==> src/rtl/cmd_cfg_pkg.sv <==
// Shared types and constants for the logic-analyzer command/config block:
// opcodes, FSM states, register addresses, response codes and reset values.
package cmd_cfg_pkg;

    typedef enum logic [1:0] {
        OP_RD   = 2'b00,
        OP_WR   = 2'b01,
        OP_DUMP = 2'b10,
        OP_RSVD = 2'b11
    } opcode_e;

    typedef enum logic [2:0] {
        S_IDLE,
        S_DECODE,
        S_RESP,
        S_DUMP_RD,
        S_DUMP_TX,
        S_DUMP_WAIT
    } state_e;

    localparam logic [5:0] A_TRIG_CFG = 6'h00;
    localparam logic [5:0] A_DECIM    = 6'h10;
    localparam logic [5:0] A_VIH      = 6'h11;
    localparam logic [5:0] A_VIL      = 6'h12;
    localparam logic [5:0] A_MATCH_H  = 6'h13;
    localparam logic [5:0] A_MATCH_L  = 6'h14;
    localparam logic [5:0] A_MASK_H   = 6'h15;
    localparam logic [5:0] A_MASK_L   = 6'h16;
    localparam logic [5:0] A_BAUD_H   = 6'h17;
    localparam logic [5:0] A_BAUD_L   = 6'h18;
    localparam logic [5:0] A_TPOS_H   = 6'h19;
    localparam logic [5:0] A_TPOS_L   = 6'h1A;
    localparam logic [5:0] A_DLEN_H   = 6'h1B;
    localparam logic [5:0] A_DLEN_L   = 6'h1C;

    localparam logic [7:0] ACK = 8'hA5;
    localparam logic [7:0] NAK = 8'hEE;

    localparam logic [5:0]  RST_TRIG_CFG = 6'h03;
    localparam logic [4:0]  RST_CH_CFG   = 5'h01;
    localparam logic [3:0]  RST_DECIM    = 4'h0;
    localparam logic [7:0]  RST_VIH      = 8'hAA;
    localparam logic [7:0]  RST_VIL      = 8'h55;
    localparam logic [15:0] RST_BAUD     = 16'h06C8;
    localparam int unsigned RST_TRIG_POS = 1;

endpackage

==> src/rtl/cfg_regfile.sv <==
// Capture configuration register file: storage, write decode, read mux and
// the capture_done flag (TrigCfg bit 5). Channel 1 occupies the lowest slice.
module cfg_regfile
    import cmd_cfg_pkg::*;
#(
    parameter int NUM_CH = 5,
    parameter int LOG2   = 9
) (
    input  logic                clk,
    input  logic                rst_n,
    input  logic                wr_en,
    input  logic [5:0]          addr,
    input  logic [7:0]          wdata,
    input  logic                set_capture_done,
    input  logic                clr_capture_done,
    output logic [7:0]          rd_data,
    output logic                addr_valid,
    output logic                capture_done,
    output logic [5:0]          trig_cfg,
    output logic [NUM_CH*5-1:0] ch_trig_cfg,
    output logic [3:0]          decimator,
    output logic [7:0]          vih,
    output logic [7:0]          vil,
    output logic [15:0]         match,
    output logic [15:0]         mask,
    output logic [15:0]         baud_cnt,
    output logic [LOG2-1:0]     trig_pos,
    output logic [LOG2:0]       dump_len
);

    localparam int DLW = LOG2 + 1;

    logic [5:0]             trig_cfg_q;
    logic [NUM_CH-1:0][4:0] ch_cfg_q;
    logic [3:0]             decim_q;
    logic [7:0]             vih_q, vil_q;
    logic [15:0]            match_q, mask_q, baud_q;
    logic [LOG2-1:0]        tpos_q;
    logic [DLW-1:0]         dlen_q;

    // 16-bit views let the H/L byte writes and reads work for any LOG2.
    logic [15:0] tpos_w, dlen_w;
    logic        is_ch;

    assign tpos_w = 16'(tpos_q);
    assign dlen_w = 16'(dlen_q);
    assign is_ch  = (int'(addr) >= 1) && (int'(addr) <= NUM_CH);

    assign addr_valid = (addr == A_TRIG_CFG) || is_ch ||
                        ((addr >= A_DECIM) && (addr <= A_DLEN_L));

    always_ff @(posedge clk or negedge rst_n) begin
        // NOTE: non-blocking assignments so every flop samples pre-edge values.
        if (!rst_n) begin
            trig_cfg_q <= RST_TRIG_CFG;
            for (int k = 0; k < NUM_CH; k++) ch_cfg_q[k] <= RST_CH_CFG;
            decim_q    <= RST_DECIM;
            vih_q      <= RST_VIH;
            vil_q      <= RST_VIL;
            match_q    <= '0;
            mask_q     <= '0;
            baud_q     <= RST_BAUD;
            tpos_q     <= LOG2'(RST_TRIG_POS);
            dlen_q     <= '0;
        end else begin
            if (wr_en) begin
                case (addr)
                    A_TRIG_CFG: trig_cfg_q[4:0] <= wdata[4:0];
                    A_DECIM:    decim_q         <= wdata[3:0];
                    A_VIH:      vih_q           <= wdata;
                    A_VIL:      vil_q           <= wdata;
                    A_MATCH_H:  match_q[15:8]   <= wdata;
                    A_MATCH_L:  match_q[7:0]    <= wdata;
                    A_MASK_H:   mask_q[15:8]    <= wdata;
                    A_MASK_L:   mask_q[7:0]     <= wdata;
                    A_BAUD_H:   baud_q[15:8]    <= wdata;
                    A_BAUD_L:   baud_q[7:0]     <= wdata;
                    A_TPOS_H:   tpos_q          <= LOG2'({wdata, tpos_w[7:0]});
                    A_TPOS_L:   tpos_q          <= LOG2'({tpos_w[15:8], wdata});
                    A_DLEN_H:   dlen_q          <= DLW'({wdata, dlen_w[7:0]});
                    A_DLEN_L:   dlen_q          <= DLW'({dlen_w[15:8], wdata});
                    default: ;
                endcase
                for (int k = 0; k < NUM_CH; k++) begin
                    if (int'(addr) == k + 1) ch_cfg_q[k] <= wdata[4:0];
                end
            end

            // capture_done priority: hardware set, then host write, then dump clear.
            if (set_capture_done)
                trig_cfg_q[5] <= 1'b1;
            else if (wr_en && (addr == A_TRIG_CFG))
                trig_cfg_q[5] <= wdata[5];
            else if (clr_capture_done)
                trig_cfg_q[5] <= 1'b0;
        end
    end

    always_comb begin
        // NOTE: default assigned first so no latch is inferred on unmapped addresses.
        rd_data = '0;
        case (addr)
            A_TRIG_CFG: rd_data = {2'b00, trig_cfg_q};
            A_DECIM:    rd_data = {4'h0, decim_q};
            A_VIH:      rd_data = vih_q;
            A_VIL:      rd_data = vil_q;
            A_MATCH_H:  rd_data = match_q[15:8];
            A_MATCH_L:  rd_data = match_q[7:0];
            A_MASK_H:   rd_data = mask_q[15:8];
            A_MASK_L:   rd_data = mask_q[7:0];
            A_BAUD_H:   rd_data = baud_q[15:8];
            A_BAUD_L:   rd_data = baud_q[7:0];
            A_TPOS_H:   rd_data = tpos_w[15:8];
            A_TPOS_L:   rd_data = tpos_w[7:0];
            A_DLEN_H:   rd_data = dlen_w[15:8];
            A_DLEN_L:   rd_data = dlen_w[7:0];
            default: ;
        endcase
        for (int k = 0; k < NUM_CH; k++) begin
            if (int'(addr) == k + 1) rd_data = {3'b000, ch_cfg_q[k]};
        end
    end

    assign capture_done = trig_cfg_q[5];
    assign trig_cfg     = trig_cfg_q;
    assign ch_trig_cfg  = ch_cfg_q;
    assign decimator    = decim_q;
    assign vih          = vih_q;
    assign vil          = vil_q;
    assign match        = match_q;
    assign mask         = mask_q;
    assign baud_cnt     = baud_q;
    assign trig_pos     = tpos_q;
    assign dump_len     = dlen_q;

endmodule

==> src/rtl/cmd_cfg_mc.sv <==
// Command decoder and dump sequencer: answers RD/WR with data or ACK/NAK and
// streams the most recent dump_len samples of one channel, oldest first.
module cmd_cfg_mc
    import cmd_cfg_pkg::*;
#(
    parameter int NUM_CH  = 5,
    parameter int ENTRIES = 384,
    parameter int LOG2    = 9,
    parameter int DATA_W  = 8
) (
    input  logic                     clk,
    input  logic                     rst_n,
    input  logic [15:0]              cmd,
    input  logic                     cmd_rdy,
    input  logic                     resp_sent,
    input  logic                     set_capture_done,
    input  logic [LOG2-1:0]          waddr,
    input  logic [NUM_CH*DATA_W-1:0] rdata,
    output logic [LOG2-1:0]          raddr,
    output logic [7:0]               resp,
    output logic                     send_resp,
    output logic                     clr_cmd_rdy,
    output logic [LOG2-1:0]          trig_pos,
    output logic [5:0]               TrigCfg,
    output logic [NUM_CH*5-1:0]      ch_trig_cfg,
    output logic [3:0]               decimator,
    output logic [7:0]               VIH,
    output logic [7:0]               VIL,
    output logic [15:0]              match,
    output logic [15:0]              mask,
    output logic [15:0]              baud_cnt
);

    localparam int CW = LOG2 + 1;
    localparam int SW = LOG2 + 2;
    localparam logic [CW-1:0] ENTRIES_C = CW'(ENTRIES);

    state_e          state_q, state_d;
    logic [LOG2-1:0] raddr_q, raddr_d;
    logic [7:0]      resp_q, resp_d;
    logic            send_q, send_d;
    logic            clr_q, clr_d;
    logic [CW-1:0]   remain_q, remain_d;
    logic [2:0]      chan_q, chan_d;

    opcode_e         opcode;
    logic [5:0]      addr;
    logic [2:0]      dump_ch;
    logic            wr_en, clr_capture;
    logic [7:0]      rd_data;
    logic            addr_valid, capture_done, dump_ok;
    logic [CW-1:0]   dump_len, dump_cnt;
    logic [SW-1:0]   start_sum;
    logic [LOG2-1:0] start_addr, raddr_inc;
    logic [DATA_W-1:0] sample;

    assign opcode  = opcode_e'(cmd[15:14]);
    assign addr    = cmd[13:8];
    assign dump_ch = cmd[10:8] | cmd[13:11];
    assign dump_ok = (dump_ch != 3'd0) && (int'(dump_ch) <= NUM_CH) && capture_done;

    cfg_regfile #(
        .NUM_CH (NUM_CH),
        .LOG2   (LOG2)
    ) u_regfile (
        .clk              (clk),
        .rst_n            (rst_n),
        .wr_en            (wr_en),
        .addr             (addr),
        .wdata            (cmd[7:0]),
        .set_capture_done (set_capture_done),
        .clr_capture_done (clr_capture),
        .rd_data          (rd_data),
        .addr_valid       (addr_valid),
        .capture_done     (capture_done),
        .trig_cfg         (TrigCfg),
        .ch_trig_cfg      (ch_trig_cfg),
        .decimator        (decimator),
        .vih              (VIH),
        .vil              (VIL),
        .match            (match),
        .mask             (mask),
        .baud_cnt         (baud_cnt),
        .trig_pos         (trig_pos),
        .dump_len         (dump_len)
    );

    // Zero or oversized dump_len means the whole queue; the start address
    // walks back L entries from the oldest-sample pointer, modulo depth.
    assign dump_cnt   = ((dump_len == '0) || (dump_len > ENTRIES_C)) ? ENTRIES_C : dump_len;
    assign start_sum  = SW'(waddr) + SW'(ENTRIES) - SW'(dump_cnt);
    assign start_addr = (start_sum >= SW'(ENTRIES)) ? LOG2'(start_sum - SW'(ENTRIES))
                                                     : LOG2'(start_sum);
    assign raddr_inc  = (raddr_q == LOG2'(ENTRIES - 1)) ? '0 : raddr_q + 1'b1;

    always_comb begin
        sample = '0;
        for (int k = 0; k < NUM_CH; k++) begin
            if (int'(chan_q) == k + 1) sample = rdata[k*DATA_W +: DATA_W];
        end
    end

    always_ff @(posedge clk or negedge rst_n) begin
        if (!rst_n) begin
            state_q  <= S_IDLE;
            raddr_q  <= '0;
            resp_q   <= '0;
            send_q   <= 1'b0;
            clr_q    <= 1'b0;
            remain_q <= '0;
            chan_q   <= '0;
        end else begin
            state_q  <= state_d;
            raddr_q  <= raddr_d;
            resp_q   <= resp_d;
            send_q   <= send_d;
            clr_q    <= clr_d;
            remain_q <= remain_d;
            chan_q   <= chan_d;
        end
    end

    always_comb begin
        state_d     = state_q;
        raddr_d     = raddr_q;
        resp_d      = resp_q;
        send_d      = 1'b0;
        clr_d       = 1'b0;
        remain_d    = remain_q;
        chan_d      = chan_q;
        wr_en       = 1'b0;
        clr_capture = 1'b0;

        case (state_q)
            S_IDLE: begin
                if (cmd_rdy) state_d = S_DECODE;
            end

            S_DECODE: begin
                send_d  = 1'b1;
                clr_d   = 1'b1;
                resp_d  = NAK;
                state_d = S_RESP;
                case (opcode)
                    OP_RD: if (addr_valid) resp_d = rd_data;
                    OP_WR: begin
                        wr_en = addr_valid;
                        if (addr_valid) resp_d = ACK;
                    end
                    OP_DUMP: begin
                        if (dump_ok) begin
                            send_d   = 1'b0;
                            clr_d    = 1'b0;
                            resp_d   = resp_q;
                            chan_d   = dump_ch;
                            raddr_d  = start_addr;
                            remain_d = dump_cnt;
                            state_d  = S_DUMP_RD;
                        end
                    end
                    default: ;
                endcase
            end

            S_RESP: state_d = S_IDLE;

            S_DUMP_RD: state_d = S_DUMP_TX;

            S_DUMP_TX: begin
                resp_d  = 8'(sample);
                send_d  = 1'b1;
                state_d = S_DUMP_WAIT;
                if (remain_q == CW'(1)) begin
                    clr_d       = 1'b1;
                    clr_capture = 1'b1;
                end
            end

            S_DUMP_WAIT: begin
                if (resp_sent) begin
                    if (remain_q == CW'(1)) begin
                        state_d = S_IDLE;
                    end else begin
                        raddr_d  = raddr_inc;
                        remain_d = remain_q - 1'b1;
                        state_d  = S_DUMP_RD;
                    end
                end
            end

            default: state_d = S_IDLE;
        endcase
    end

    assign raddr       = raddr_q;
    assign resp        = resp_q;
    assign send_resp   = send_q;
    assign clr_cmd_rdy = clr_q;

endmodule
==> config.mk <==
export PLATFORM = sky130hd
export DESIGN_NAME = cmd_cfg_mc
export DESIGN_NICKNAME = d
export VERILOG_FILES = /design/src/rtl/cmd_cfg_pkg.sv /design/src/rtl/cfg_regfile.sv /design/src/rtl/cmd_cfg_mc.sv
export SDC_FILE = /design/constraint.sdc
export NUM_CORES = 1
export LEC_CHECK = 0
export ABC_AREA = 1
export CAP_MARGIN = 20
export CORE_MARGIN = 2
export CORE_UTILIZATION = 45
export DETAILED_ROUTE_END_ITERATION = 8
export PLACE_DENSITY = 0.73
export SYNTH_ARGS = -nofsm -noshare
export SYNTH_HDL_FRONTEND = slang
export SYNTH_SLANG_ARGS = --single-unit
==> constraint.sdc <==
create_clock -name clk -period 5.4 [get_ports clk]
set_input_delay 1.35 -clock clk [delete_from_list [all_inputs] [get_ports clk]]
set_output_delay 1.35 -clock clk [all_outputs]
set_load 0.02 [all_outputs]
==> results of run 1 <==
-- state kept, by name, summed over array words and instances, names as in the netlist, 9 cells and up --
| register | cells |
|---|---|
| u_regfile.mask | 16 |
| u_regfile.match | 16 |
| remain_q | 10 |
| u_regfile.baud_cnt | 16 |
| raddr | 9 |
| u_regfile.ch_trig_cfg | 25 |
| u_regfile.trig_pos | 9 |
| u_regfile.dump_len | 10 |
-- per-stage QoR --
| stage | setup WS, ns | utilization [%] | hold slack (ns) | power (uW) |
|---|---|---|---|---|
| 3_5_place_dp | 0.856 | 57.5 | 0.476 | 2750 |
| 6_report | 1.22 | 60.5 | 0.489 | 3900 |
| 3_3_place_gp | 1.01 | 57.5 | 0.467 | 2720 |
| 4_1_cts | 1.30 | 60.5 | 0.491 | 3900 |
| 2_1_floorplan | 1.99 | - | 0.453 | 2260 |
| 5_1_grt | 0.814 | 60.5 | 0.509 | 4120 |
-- placed cells by master (no fill, tap or decap), drive strengths merged, types with 3 or more instances in the layout --
cell type	netlist	routed
a21oi	38	38
a221oi	8	8
a31oi	7	7
buf	12	7
clkbuf	14	19
clkdlybuf4s50	0	195
clkinv	4	7
clkinvlp	0	3
dfrtp	132	132
dfstp	21	21
ha	22	22
inv	156	163
nand2	298	298
nand3	62	62
nand4	14	14
nor2	103	103
nor3	22	22
o211ai	4	4
o21a	42	42
o21ai	122	122
o21bai	3	3
o22ai	17	17
or2	3	3
xnor2	3	3
xor2	7	7
-- Yosys cell counts (all sizes together) (2+ instances only) --
| cell type | instances |
|---|---|
| o22ai | 17 |
| nand4 | 14 |
| a31oi | 7 |
| clkinv | 4 |
| dfrtp | 132 |
| nor2 | 103 |
| o21ai | 122 |
| nor4 | 2 |
| xor2 | 7 |
| o2111ai | 2 |
| a21oi | 38 |
| nand3 | 62 |
| dfstp | 21 |
| clkbuf | 14 |
| o21bai | 3 |
| nand2 | 298 |
| nor3 | 22 |
| xnor2 | 3 |
| inv | 156 |
| a221oi | 8 |
| o21a | 42 |
| ha | 22 |
| a22oi | 2 |
| buf | 12 |
| or2 | 3 |
| o211ai | 4 |
-- metal layers --
metal	part of all wire (%)	vias to the layer above	wire length, um	GRT usage, %
met4	2.5	0	692	9.47
met3	7.7	46	2110	4.31
met2	46	388	12600	43.4
li1	-	4086	-	-
met1	44	4057	12000	38.5
met5	0	-	0	0
-- area by class of cell --
type | instances | area [sq um]
fill | 1656 | 7380
multi-input combinational | 789 | 4000
sequential | 153 | 3850
timing repair buffer | 202 | 2010
inverter | 160 | 602
clock buffer | 19 | 453
tap | 234 | 293
clock inverter | 13 | 109
-- final timing paths --
| path | depth (start not counted) | to |
|---|---|---|
| worst min-delay path | 2 | u_regfile.dump_len[0] |
| worst min register to register | 2 | u_regfile.dump_len[0] |
| worst max register to register | 20 | raddr[7] |
| worst max-delay path | 13 | remain_q[4] |
| max in group asynchronous | 2 | u_regfile.vih[3] |
| min in group asynchronous | 1 | raddr[7] |
-- critical path: stages --
cell and delay, ns:
clkdlybuf4s50_1 0.56, nor2_2 0.47, nand2_2 0.23, nor2_1 0.37, nor3_1 0.09, nand3_1 0.10, nand2_2 0.12, nand3_1 0.20
nand2_1 0.10, nand2_1 0.35, inv_2 0.24, o211ai_1 0.14, o21ai_0 0.15
-- logic make-up after synthesis --
kind of cell	after synthesis	share of synthesized area [%]
buffers and inverters	186	8.44
adder cells (fa/ha/maj)	23	3.44
AO/OA/AOI/OAI	249	16.9
XOR/XNOR	10	1.02
flip-flops	153	44.9
AND/OR/NAND/NOR	506	25.2
other	1	0.0437
-- power breakdown --
group / switching [uW] / leakage [uW] / internal, uW
Combinational: 799 / 0.00318 / 506
Clock: 535 / 0.000270 / 625
Sequential: 126 / 0.00179 / 1310
Total: 1460 / 0.00524 / 2440
==> impl_metrics.tcl, run 1 <==
set metrics [dict create \
    antennaDiodeCount 0 \
    seq_area_frac_synth_pct 44.9 \
    status "finished, final reports clean" \
    grt_pass1_vias 8008 \
    clock_skew_ns 0.0140 \
    hold_violations 0 \
    gp_congestion 0.936 \
    clock_sink_count 153 \
    synth_edf_count 0 \
    reg2reg_from "u_regfile.dump_len[4]" \
    die_w_um 142 \
    grt_start_max_net_pins 104 \
    antenna_found_initial 0 \
    cts_root_buffer "clkbuf_16" \
    drcViolationCount 0 \
    slew_violations 0 \
    ys.flop_type "dfrtp_1" \
    cts_max_path_buffers 2 \
    tns_ns 0 \
    startpoint_type "primary input" \
    setup_viol 0 \
    cp_max_fo 18 \
    firstDrtPassIters 6 \
    netlist_area_sq_mm 0.00858 \
    worst_slew_pin_slew_ns 0.992 \
    cp-startpoint "cmd[11]" \
    cts_made_buffers 17 \
    hold_path_class "register to register" \
    leakage_uw 0.00524 \
    cap_viol_max_count 0 \
    drive_gt1_share_pct 6.74 \
    cts.clk_slew.worst_paths_ns 0.07 \
    first_iter_violations 808 \
    maxClockFrequency_ghz 0.239 \
    rrSetupSlack_ns 1.37 \
    finalInstanceArea_sq_mm 0.0113 \
    synthTopCellsByArea "dfrtp_1 38%, nand2_1 13%, o21ai_0 6.9%, inv_1 6.6%, dfstp_2 6.4%" \
    rsz0062_at_grt "no" \
    grt_pass1_wl_um 42600 \
    critical_path_class "primary input to register" \
    dieArea_sq_mm 0.0202 \
    cp_data_required_time_ns 5.69 \
    async_flop_share_pct 100 \
    fin_crit_sh_pct 77.5 \
    critPathCaptureType "register" \
    fin_crit_ns 4.18 \
    cts_tree "done" \
    cts_hold_buffers 0 \
    power_density_mw_per_mm2 344 \
    std_cell_rows 50 \
    postCtsSetupBuffers 0 \
    hp-start "u_regfile.dump_len[0]" \
    wire_per_inst_um 17.4 \
    max-vdd-ir-drop_uv 269 \
    cp_data_arrival_time_ns 4.48 \
    syn_nets 1221 \
    final_cells 1570 \
    ant_nets 0 \
    htree_levels 4 \
    start_util_pct 45.9 \
    syn_area_per_cell_sq_um 7.61 \
    ys_ff_latch 153 \
    grt_overflow 0 \
    nets 1416 \
    place_area_sq_mm 0.0108 \
    vias_per_cell 5.46 \
    io_pins 197 \
    hpwlAfterDp_um 20600 \
    dp_cells 1538 \
    synthCells 1128 \
    synthToLayoutAreaGrowth_pct 31.9 \
    coreArea_sq_mm 0.0187 \
    io_buffers 196 \
    fp.dieH_um 142 \
    wl_um 27400 \
    yosysTopAreaCell "dfrtp_1" \
    synth.top_cell.area_share_pct 38.5 \
    synth.distinct_cells 45 \
    grt_util_all_layers_pct 27.4 \
    synth_warnings 0 \
    vias 8577 \
    clk_latency_ns 0.44 \
    cts_resized 0 \
    relSlewSlack_pct 33.8 \
]
No activity file was read; power rests on OpenSTA's default activity.
==> run 2, diff against run 1 <==
==> constraint.sdc (replaced) <==
create_clock -name clk -period 4.3 [get_ports clk]
set_input_delay 1.075 -clock clk [delete_from_list [all_inputs] [get_ports clk]]
set_output_delay 1.075 -clock clk [all_outputs]
set_load 0.02 [all_outputs]
==> impl_metrics.tcl, run 2 (same netlist as run 1, synthesis figures left out) <==
set metrics [dict create \
    firstDrtPassIters 5 \
    cp_slowest_cell "fa_1" \
    vias_per_cell 5.44 \
    cp_max_fo 8 \
    cts_max_path_buffers 2 \
    antennaDiodeCount 0 \
    grt_pass1_vias 8261 \
    startpoint_type "register" \
    clock_skew_ns 0.0138 \
    final_cell_mix "294 x nand2_1, 195 x clkdlybuf4s50_1, 152 x inv_1" \
    cts_tree "done" \
    io_buffers 196 \
    grt_overflow 0 \
    drcViolationCount 0 \
    critical_path_class "register to register" \
    rrSetupSlack_ns 0.67 \
    finish.utilization_pct 60.9 \
    hpwlAfterDp_um 20800 \
    crit_family "adder cells" \
    worstPathCellList "inv_1 -> nand4_1 -> nor3_1 -> inv_1 -> a31oi_1 -> buf_4 -> nand2_1 -> ha_1 -> ha_1 -> inv_1 -> fa_1 -> o21ai_0 -> xor2_1 -> inv_1 -> ha_1 -> nor2_1 -> nand2_1 -> nand2_1 -> nand2_1 -> a21oi_1" \
    grt_start_max_net_pins 85 \
    start_util_pct 45.9 \
    max-vdd-ir-drop_uv 312 \
    relSlewSlack_pct 38.8 \
    fin_crit_sh_pct 84.4 \
    netSwitchingFraction_pct 36.6 \
    cts_root_buffer "clkbuf_16" \
    clk_latency_ns 0.43 \
    pwr-share-comb_pct 33.8 \
    fin_crit_ns 3.63 \
    cp_data_required_time_ns 4.65 \
    holdPathStages 2 \
    wire_per_inst_um 17.6 \
    critPathMaxStageDelay_ns 0.42 \
    critPathCaptureType "register" \
    coreArea_sq_mm 0.0187 \
    tns_ns 0 \
    hold_violations 0 \
    p_int_uw 3120 \
    leakage_uw 0.00530 \
    r2r-end "raddr[7]" \
    die_w_um 142 \
    nets 1425 \
    slew_violations 0 \
    grt_util_all_layers_pct 28.0 \
    setup_viol 0 \
    hp-start "u_regfile.dump_len[0]" \
    rsz0062_at_grt "no" \
    p_seq_share_pct 36.7 \
    status "finished, final reports clean" \
    cts.clk_slew.worst_paths_ns 0.06 \
    wl_um 27700 \
    worst-path-buf-inv 5 \
    maxClockFrequency_ghz 0.275 \
    worstHoldEndpoint "u_regfile.dump_len[0]" \
    reg2reg_from "u_regfile.dump_len[1]" \
    postCtsSetupBuffers 0 \
    io_pins 197 \
    pre_cts_slack_ns 0.373 \
    cp-startpoint "u_regfile.dump_len[1]" \
    switchingPower_uw 1800 \
    worst_slew_pin_slew_ns 0.912 \
    power_density_mw_per_mm2 431 \
    cts_resized 0 \
    first_iter_violations 744 \
    setup_slack_ns 0.670 \
    clock_sink_count 153 \
    power_uw 4910 \
    grt_pass1_wl_um 43700 \
    hold_path_class "register to register" \
    antenna_found_initial 0 \
    synthToLayoutAreaGrowth_pct 32.9 \
    nFillCells 1713 \
    cp_data_arrival_time_ns 3.98 \
    cap_viol_max_count 0 \
    cts_hold_buffers 0 \
    gp_congestion 0.960 \
    dieArea_sq_mm 0.0202 \
    fp.dieH_um 142 \
    cts_made_buffers 17 \
    drive_gt1_share_pct 7.21 \
    largest_register_ff_count 25 \
    std_cell_rows 50 \
    p_clk_share_pct 29.5 \
    final_common_cell "nand2_1" \
    vias 8590 \
    worst-r2r-cell-count 20 \
    ant_nets 0 \
    htree_levels 4 \
]
## run 2: cell count changes in the layout (fill, tap and decap cells not counted), sizes merged
cell	delta
buf	+9
clkinv	+4
clkinvlp	-3
inv	-3
bufinv	+1
clkbuf	+1
## run 2: metrics by stage
stage               hold WS (ns)  instances  area (sq um)
detailed placement         0.474       1547         10800
CTS                        0.490       1579         11400
floorplan                  0.453       1128          8580
global placement           0.469       1547         10800
global route               0.514       1579         11400
finish                     0.482       1579         11400
## run 2: how the worst max path moves through the flow
stage	endpoint	slack, ns	cells after the start
after detailed placement	u_regfile.match[15]	0.37	15
after global routing	raddr[8]	0.19	20
after global placement	u_regfile.match[13]	0.48	15
after floorplan	raddr[8]	0.91	20
after CTS	raddr[7]	0.65	20
final	raddr[7]	0.67	20
## run 2: layout make-up
type | instances | area [sq um] | area share [%]
multi-input combinational | 789 | 4000 | 35.1
sequential | 153 | 3850 | 33.8
timing repair buffer | 211 | 2090 | 18.3
inverter | 160 | 602 | 5.28
clock buffer | 20 | 447 | 3.92
tap | 234 | 293 | 2.57
clock inverter | 12 | 115 | 1.01
## run 2: power by group through the flow
stage,clock network [uW],logic [uW],registers [uW]
finish,1450,1660,1800
global route,1520,1880,1830
CTS,1460,1670,1800
detailed placement,0,1660,1820
global placement,0,1630,1820
floorplan,0,913,1920
## run 2: routing by layer
metal | global-route usage, % | routed length [um] | vias to the layer above
li1 | - | - | 4109
met5 | 0 | 0 | -
met3 | 5.75 | 2150 | 52
met2 | 44.6 | 12700 | 385
met4 | 9.95 | 793 | 0
met1 | 38.2 | 12100 | 4044
## run 2: tightest hold or removal path: stages, from the launching register on
cell     delay [ns]
dfrtp_1        0.34
nand2_1        0.05
o21ai_0        0.05
==> run 3, diff against run 2 <==
--- a/config.mk
+++ b/config.mk
@@ -10,7 +10,7 @@
 export CORE_MARGIN = 2
 export CORE_UTILIZATION = 45
 export DETAILED_ROUTE_END_ITERATION = 8
-export PLACE_DENSITY = 0.73
+export PLACE_DENSITY = 0.76
 export SYNTH_ARGS = -nofsm -noshare
 export SYNTH_HDL_FRONTEND = slang
 export SYNTH_SLANG_ARGS = --single-unit
==> constraint.sdc (replaced) <==
create_clock -name clk -period 3.15 [get_ports clk]
set_input_delay 0.7875 -clock clk [delete_from_list [all_inputs] [get_ports clk]]
set_output_delay 0.7875 -clock clk [all_outputs]
set_load 0.02 [all_outputs]
==> impl_metrics.tcl, run 3 (same netlist as run 1, synthesis figures left out) <==
set metrics [dict create \
    violations "negative setup slack" \
    vias 9192 \
    io_buffers 196 \
    seqCellArea_sq_mm 0.00385 \
    startpoint_type "register" \
    vias_per_cell 5.47 \
    first_iter_violations 823 \
    clk_latency_ns 0.43 \
    hold_path_class "primary input to asynchronous set/reset pin" \
    fp.dieH_um 142 \
    drcViolationCount 0 \
    cp_slowest_cell "dfrtp_1" \
    multiInputGateArea_sq_mm 0.00431 \
    fin_crit_ns 3.22 \
    leakage_uw 0.00586 \
    relSlewSlack_pct 35.0 \
    die_w_um 142 \
    critical_path_class "register to register" \
    max-vdd-ir-drop_uv 475 \
    worstPathCellList "inv_2 -> nand4_1 -> nor3_2 -> inv_1 -> a31oi_4 -> buf_6 -> nand2_4 -> ha_4 -> ha_4 -> a21oi_4 -> nor2_1 -> nor2_1 -> o21ai_2 -> xor2_1 -> inv_1 -> buf_4 -> buf_4 -> buf_4 -> nand2_1 -> nand2_1 -> a21oi_2" \
    power_density_mw_per_mm2 552 \
    dieArea_sq_mm 0.0202 \
    grt_start_max_net_pins 62 \
    firstDrtPassIters 8 \
    power_uw 6890 \
    cts_max_path_buffers 2 \
    cts.clk_slew.worst_paths_ns 0.06 \
    nets 1526 \
    cp_max_fo 4 \
    grt_pass1_vias 8760 \
    setup_viol 2 \
    nFillCells 1553 \
    cts_made_buffers 17 \
    setup_slack_ns -0.0708 \
    clock_sink_count 153 \
    cp-startpoint "u_regfile.dump_len[2]" \
    final_common_cell "nand2_1" \
    start_util_pct 45.9 \
    fin_crit_sh_pct 102 \
    coreArea_sq_mm 0.0187 \
    cts_tree "done" \
    critPathMaxStageDelay_ns 0.40 \
    largest_register_ff_count 25 \
    status "finished with violations" \
    reg2reg_from "u_regfile.dump_len[2]" \
    cap_viol_max_count 0 \
    cts_hold_buffers 0 \
    std_cell_rows 50 \
    grt_pass1_wl_um 45200 \
    clock_skew_ns 0.0114 \
    io_pins 197 \
    cts_root_buffer "clkbuf_16" \
    maxClockFrequency_ghz 0.310 \
    htree_levels 4 \
    ant_nets 0 \
    hpwlAfterDp_um 21700 \
    crit_family "buffers and inverters" \
    slew_violations 0 \
    drive_gt1_share_pct 17.5 \
    rsz0062_at_grt "yes" \
    cp_data_arrival_time_ns 3.58 \
    final_cell_mix "285 x nand2_1, 195 x clkdlybuf4s50_1, 141 x inv_1" \
    synthToLayoutAreaGrowth_pct 45.6 \
    cp_data_required_time_ns 3.51 \
    wl_um 29400 \
    grt_overflow 0 \
    wire_per_inst_um 17.5 \
    worst-path-buf-inv 7 \
    crit_top_cell "buf_4" \
    antennaDiodeCount 0 \
    timing.hold.ws_ns 0.305 \
    grt_util_all_layers_pct 28.8 \
    critPathCaptureType "register" \
    gp_congestion 0.973 \
    hold_violations 0 \
    antenna_found_initial 0 \
    worst_slew_pin_slew_ns 0.968 \
]
==> run 3: layout make-up <==
cell class	instances	share of cell area, %
multi-input cells	789	34.5
flip-flops and latches	153	30.9
repair buffers	312	23.1
inverters	160	4.82
clock buffers	20	3.66
well taps	234	2.34
clock inverters	12	0.731
==> run 3: final timing paths <==
| check | slack, ns | endpoint | cells after the start |
|---|---|---|---|
| max | -0.07 | raddr[7] | 21 |
| min | 0.31 | raddr[7] | 1 |
| max reg2reg | -0.07 | raddr[7] | 21 |
| min reg2reg | 0.51 | u_regfile.baud_cnt[6] | 2 |
| max in group asynchronous | 2.05 | u_regfile.ch_trig_cfg[15] | 2 |
| min in group clk | 0.51 | u_regfile.baud_cnt[6] | 2 |
==> run 3: stage by stage <==
stage | setup WS (ns) | utilization, % | TNS, ns | cell area [sq um] | cells
global route | -0.235 | 66.8 | -0.509 | 12500 | 1680
finish | -0.0708 | 66.8 | -0.126 | 12500 | 1680
floorplan | 0.0220 | - | 0 | 8600 | 1128
detailed placement | -0.270 | 61.8 | -2.34 | 11600 | 1636
global placement | -0.133 | 61.8 | -0.539 | 11600 | 1636
CTS | -0.00681 | 66.1 | -0.00681 | 12400 | 1674
==> run 3: routing by layer <==
| layer | up-vias | wire, um | global-route usage [%] |
|---|---|---|---|
| met4 | 0 | 968 | 11.5 |
| met5 | - | 0 | 0 |
| met3 | 62 | 2570 | 5.52 |
| met1 | 4393 | 12200 | 37.8 |
| li1 | 4313 | - | - |
| met2 | 424 | 13700 | 47.3 |
==> run 3: power by group <==
part	total, uW	internal (uW)	switching, uW
Clock	1930	1060	870
Combinational	2510	1040	1480
Sequential	2450	2240	214
Total	6890	4330	2560
==> run 3: repair_timing <==
item                                    CTS  global route
setup buffers                             6             6
gates resized for setup                  37            28
hold endpoints to repair                  0             0
endpoints found under the setup margin    5             4
pin swaps                                21            22
